[src/rtl/des_key_schedule.sv]
// Iterative DES key schedule: presents one 48-bit round subkey per handshake,
// in encrypt (K1..K16) or decrypt (K16..K1) order, from a 64-bit key.
module des_key_schedule (
  input  logic        clk,
  input  logic        rst,
  input  logic        start,
  input  logic        decrypt,
  input  logic [63:0] key,
  output logic [47:0] subkey,
  output logic        subkey_valid,
  input  logic        subkey_ready,
  output logic [3:0]  round,
  output logic        busy,
  output logic        done
);

  typedef enum logic [1:0] {IDLE, LOAD, RUN, DONE} state_t;

  localparam int PC1_TAB [56] = '{
    57, 49, 41, 33, 25, 17,  9,  1, 58, 50, 42, 34, 26, 18,
    10,  2, 59, 51, 43, 35, 27, 19, 11,  3, 60, 52, 44, 36,
    63, 55, 47, 39, 31, 23, 15,  7, 62, 54, 46, 38, 30, 22,
    14,  6, 61, 53, 45, 37, 29, 21, 13,  5, 28, 20, 12,  4
  };

  localparam int PC2_TAB [48] = '{
    14, 17, 11, 24,  1,  5,  3, 28, 15,  6, 21, 10,
    23, 19, 12,  4, 26,  8, 16,  7, 27, 20, 13,  2,
    41, 52, 31, 37, 47, 55, 30, 40, 51, 45, 33, 48,
    44, 49, 39, 56, 34, 53, 46, 42, 50, 36, 29, 32
  };

  state_t      state_q, state_d;
  logic [55:0] kp_q, kp_d;
  logic        decrypt_q, decrypt_d;
  logic [27:0] c_half_q, c_half_d;
  logic [27:0] d_half_q, d_half_d;
  logic [3:0]  step_q, step_d;

  logic [55:0] key_pc1;
  logic [27:0] c_rot, d_rot;
  logic [55:0] cd_rot;
  logic [1:0]  rot_amt;
  logic [7:0]  parity_unused;

  function automatic logic [1:0] shift_of(input logic [4:0] j);
    return (j == 5'd1 || j == 5'd2 || j == 5'd9 || j == 5'd16) ? 2'd1 : 2'd2;
  endfunction

  function automatic logic [27:0] rotl28(input logic [27:0] x, input logic [1:0] n);
    case (n)
      2'd1:    return {x[26:0], x[27]};
      2'd2:    return {x[25:0], x[27:26]};
      default: return x;
    endcase
  endfunction

  function automatic logic [27:0] rotr28(input logic [27:0] x, input logic [1:0] n);
    case (n)
      2'd1:    return {x[0], x[27:1]};
      2'd2:    return {x[1:0], x[27:2]};
      default: return x;
    endcase
  endfunction

  // Table entries are FIPS bit numbers, bit 1 being the MSB of each vector.
  generate
    for (genvar gi = 0; gi < 56; gi++) begin : g_pc1
      assign key_pc1[55-gi] = key[64-PC1_TAB[gi]];
    end
    for (genvar gi = 0; gi < 48; gi++) begin : g_pc2
      assign subkey[47-gi] = cd_rot[56-PC2_TAB[gi]];
    end
    for (genvar gi = 0; gi < 8; gi++) begin : g_parity
      assign parity_unused[gi] = key[8*gi];
    end
  endgenerate

  // Decrypt step 1 presents C0D0 unrotated; later steps undo the encrypt shifts.
  always_comb begin
    rot_amt = 2'd0;
    if (state_q == RUN) begin
      if (!decrypt_q) begin
        rot_amt = shift_of({1'b0, step_q} + 5'd1);
      end else if (step_q != 4'd0) begin
        rot_amt = shift_of(5'd17 - {1'b0, step_q});
      end
    end
    c_rot  = decrypt_q ? rotr28(c_half_q, rot_amt) : rotl28(c_half_q, rot_amt);
    d_rot  = decrypt_q ? rotr28(d_half_q, rot_amt) : rotl28(d_half_q, rot_amt);
    cd_rot = {c_rot, d_rot};
  end

  always_comb begin
    state_d   = state_q;
    kp_d      = kp_q;
    decrypt_d = decrypt_q;
    c_half_d  = c_half_q;
    d_half_d  = d_half_q;
    step_d    = step_q;
    case (state_q)
      IDLE: begin
        if (start) begin
          kp_d      = key_pc1;
          decrypt_d = decrypt;
          state_d   = LOAD;
        end
      end
      LOAD: begin
        c_half_d = kp_q[55:28];
        d_half_d = kp_q[27:0];
        step_d   = 4'd0;
        state_d  = RUN;
      end
      RUN: begin
        if (subkey_ready) begin
          c_half_d = c_rot;
          d_half_d = d_rot;
          if (step_q == 4'd15) begin
            state_d = DONE;
          end else begin
            step_d = step_q + 4'd1;
          end
        end
      end
      DONE: begin
        state_d = IDLE;
      end
      default: begin
        state_d = IDLE;
      end
    endcase
  end

  always_ff @(posedge clk) begin
    if (rst) begin
      state_q   <= IDLE;
      kp_q      <= '0;
      decrypt_q <= 1'b0;
      c_half_q  <= '0;
      d_half_q  <= '0;
      step_q    <= '0;
    end else begin
      state_q   <= state_d;
      kp_q      <= kp_d;
      decrypt_q <= decrypt_d;
      c_half_q  <= c_half_d;
      d_half_q  <= d_half_d;
      step_q    <= step_d;
    end
  end

  assign subkey_valid = (state_q == RUN);
  assign busy         = (state_q == LOAD) || (state_q == RUN);
  assign done         = (state_q == DONE);
  assign round        = decrypt_q ? (4'd15 - step_q) : step_q;

endmodule
[config.mk]
export PLATFORM = sky130hd
export DESIGN_NAME = des_key_schedule
export DESIGN_NICKNAME = d
export VERILOG_FILES = /design/src/rtl/des_key_schedule.sv
export SDC_FILE = /design/constraint.sdc
export NUM_CORES = 1
export LEC_CHECK = 0
export CAP_MARGIN = 10
export CORE_ASPECT_RATIO = 0.9
export CORE_UTILIZATION = 49
export CTS_CLUSTER_SIZE = 25
export DETAILED_ROUTE_END_ITERATION = 10
export PLACE_DENSITY = 0.78
export SKIP_CTS_REPAIR_TIMING = 1
export SYNTH_ARGS = -nofsm -noshare
export SYNTH_HDL_FRONTEND = slang
export SYNTH_SLANG_ARGS = --single-unit
[constraint.sdc]
create_clock -name clk -period 3.3 [get_ports clk]
set_input_delay 0.66 -clock clk [delete_from_list [all_inputs] [get_ports clk]]
set_output_delay 0.66 -clock clk [all_outputs]
set_load 0.03 [all_outputs]
==> out/metrics.cfg <==
[run_status]
outcome = complete, but fails checks
violations = negative setup slack

[grt]
overflow = 0
grt_max_degree = 79
grt_pass1_wl_um = 35100
grt_antenna_before_repair = 0
grt_pass1_vias = 6615
grt_usage = 0.304

[cts]
clock_latency_ns = 0.43
clock_sinks = 119
numCtsBuffers = 17
clk_pin_slew_ns = 0.06
cts_tree = yes
cts.path.max_buffers = 2
htreeDepth = 4
cts_root_buffer = clkbuf_16

[die]
die_h_um = 116
die-area_um2 = 15000
row_count = 41
ioPinCount = 124
core_area_um2 = 14100
die_w_um = 129
initial_core_util = 0.505

[setup_path]
end_kind = output port
crit_top_cell = ha_4
arrival_ns = 3.06
crit_family = simple AND/OR/NAND/NOR gates
path_max_fanout = 8
r2r-end = d_half_q[18]
start_kind = flip-flop
r2r-start = step_q[1]
ff2ff_setup_slack_ns = 0.18
critPathMaxStageDelay_ns = 0.39
crit_required_ns = 2.64
crit_path_cell_trace = inv_4 > ha_4 > or3b_4 > a21oi_4 > nor2_2 > o211a_1 > ha_4 > or2_4 > clkbuf_16 > o22a_1 > nand2_4 > buf_6
path_class = reg -> out
critPathSlowestCell = or3b_4
r2r_cells = 13
crit_buf_inv = 3

[final_layout]
final_area_um2 = 10300
num_antenna_cells = 0
postLayoutCoreUtil = 0.735
fin_nets = 1156
syn2layout_area_growth_pct = 45.7
drive_above_1_share = 0.241

[routing]
ant_nets = 0
top_layer = met4
drt-met1-wl_um = 11000
vias_per_cell = 6.49
wl_um = 25900
routedWlPerCell_um = 20.3
wl_met3_um = 2850
drc = 0
via_count = 8303
routed-wl-met2_um = 11300
drt_iter0_markers = 1161
first_pass_iters = 6

[sta]
tightestPinTransition_ns = 0.623
fmax_mhz = 269
skew_ns = 0.00549
drv_slew = 0
slew_headroom = 0.585
hold_viol = 0
finalSetupTns_ns = -17.47
fin_ws_ns = -0.421
period_minus_slack_ns = 3.72
setup_viol = 48
min_period_over_period = 1.13
rsz0062_at_grt = yes

[synth]
synth.yosys.seq_area_share = 0.336
ys_seq_elements = 119
yosysMostFrequentCell = nand2_1
yosysTopAreaCellShare = 0.336
synth_edf_count = 0
synth_area_leaders = dfxtp_1 34%, nand2_1 12%, a22oi_1 11%
synth_nets = 1040
synth.avg_cell_area_um2 = 7.41
yosysTopAreaCell = dfxtp_1
netlist_top_cells_count = 218 x nand2_1, 142 x a21oi_1, 119 x dfxtp_1
async_flop_share = 0
synthCells = 957
yosysWarnings = 0
syn_area_um2 = 7090
synth_ff_type = dfxtp_1
synth.distinct_cells = 46

[power]
power_mw = 9.56
total_leakage_power_nw = 3.50
powerDensity_nw_per_um2 = 925
peakVddDrop_mv = 0.663

[min_path]
min_from = kp_q[49]
holdPathStages = 2
hold_end = kp_q[49]
min_path_type = reg -> reg

[placed_design]
placedInstanceArea_um2 = 8630
io_buffers = 115
dp_hpwl_um = 14900
routabilityCongestion = 0.898

[flow_run]
maxCapViolations = 0

[placed cells by master, fill, tap and decap left out, types with 17 or more instances in the layout]
master and count:
a211oi_1 17, a21oi_1 141, a22oi_1 83, a22oi_2 21
a311oi_1 24, buf_4 58, buf_6 52, clkbuf_16 25
clkdlybuf4s50_1 66, dfxtp_1 116, nand2_1 195, nand2_4 20
nor2_1 34, o21ai_0 45, o22a_1 22, or3_1 27
[metal layers]
| layer | GRT usage | up-vias |
|---|---|---|
| li1 | - | 3769 |
| met1 | 0.451 | 3923 |
| met2 | 0.431 | 535 |
| met3 | 0.0756 | 76 |
| met4 | 0.0839 | 0 |
| met5 | 0 | - |
[worst max path at each step]
stage / slack (ns) / to / start / cells after the start
after detailed placement: -0.13 / subkey[44] / step_q[1] / 11
final: -0.42 / subkey[24] / step_q[1] / 12
after global placement: -0.11 / subkey[31] / step_q[1] / 11
after global routing: -0.49 / subkey[7] / step_q[1] / 13
after CTS: -0.58 / subkey[44] / step_q[1] / 11
after floorplan: -0.09 / subkey[25] / step_q[1] / 10
[through the flow]
stage | worst slack [ns] | instances | hold WS [ns]
2_1_floorplan | -0.0898 | 957 | 0.432
4_1_cts | -0.585 | 1249 | 0.454
6_report | -0.421 | 1279 | 0.454
3_5_place_dp | -0.128 | 1217 | 0.447
5_1_grt | -0.493 | 1279 | 0.459
3_3_place_gp | -0.107 | 1217 | 0.438
[tightest hold or removal path: cells and delay by family (launching register included)]
kind               cells  cell delay (ns)
DFF                    1             0.30
and+or+nand+nor        1             0.05
AOI/OAI and AO/OA      1             0.05
[kinds of logic (layout without fill, tap and decap cells)]
| logic type | Yosys count | in the layout | share of synthesized area |
|---|---|---|---|
| fa+ha+maj | 14 | 14 | 0.0247 |
| flops | 119 | 119 | 0.336 |
| xor+xnor | 5 | 5 | 0.00617 |
| mux | 1 | 1 | 0.00141 |
| buf+inv | 109 | 238 | 0.0730 |
| simple gates | 302 | 302 | 0.177 |
| compound gates | 407 | 407 | 0.381 |
[report_power, final]
part	internal [mW]	switching, mW	total, mW
combinational	2.07	3.24	5.32
sequential	1.83	0.578	2.41
clock	1.13	0.707	1.84
[state kept, by name, summed over array words and instances (netlist names)]
name       flops
kp_q          56
state_q        2
step_q         4
d_half_q      28
decrypt_q      1
c_half_q      28
[layout make-up]
cell class | instances | area, um^2
inverters | 6 | 25.0
fillers | 1037 | 3720
clock inverters | 11 | 126
repair buffers | 200 | 2190
multi-input cells | 729 | 4910
clock buffers | 21 | 450
flip-flops and latches | 119 | 2390
well taps | 193 | 241
Power figures use the tool's default switching activity.
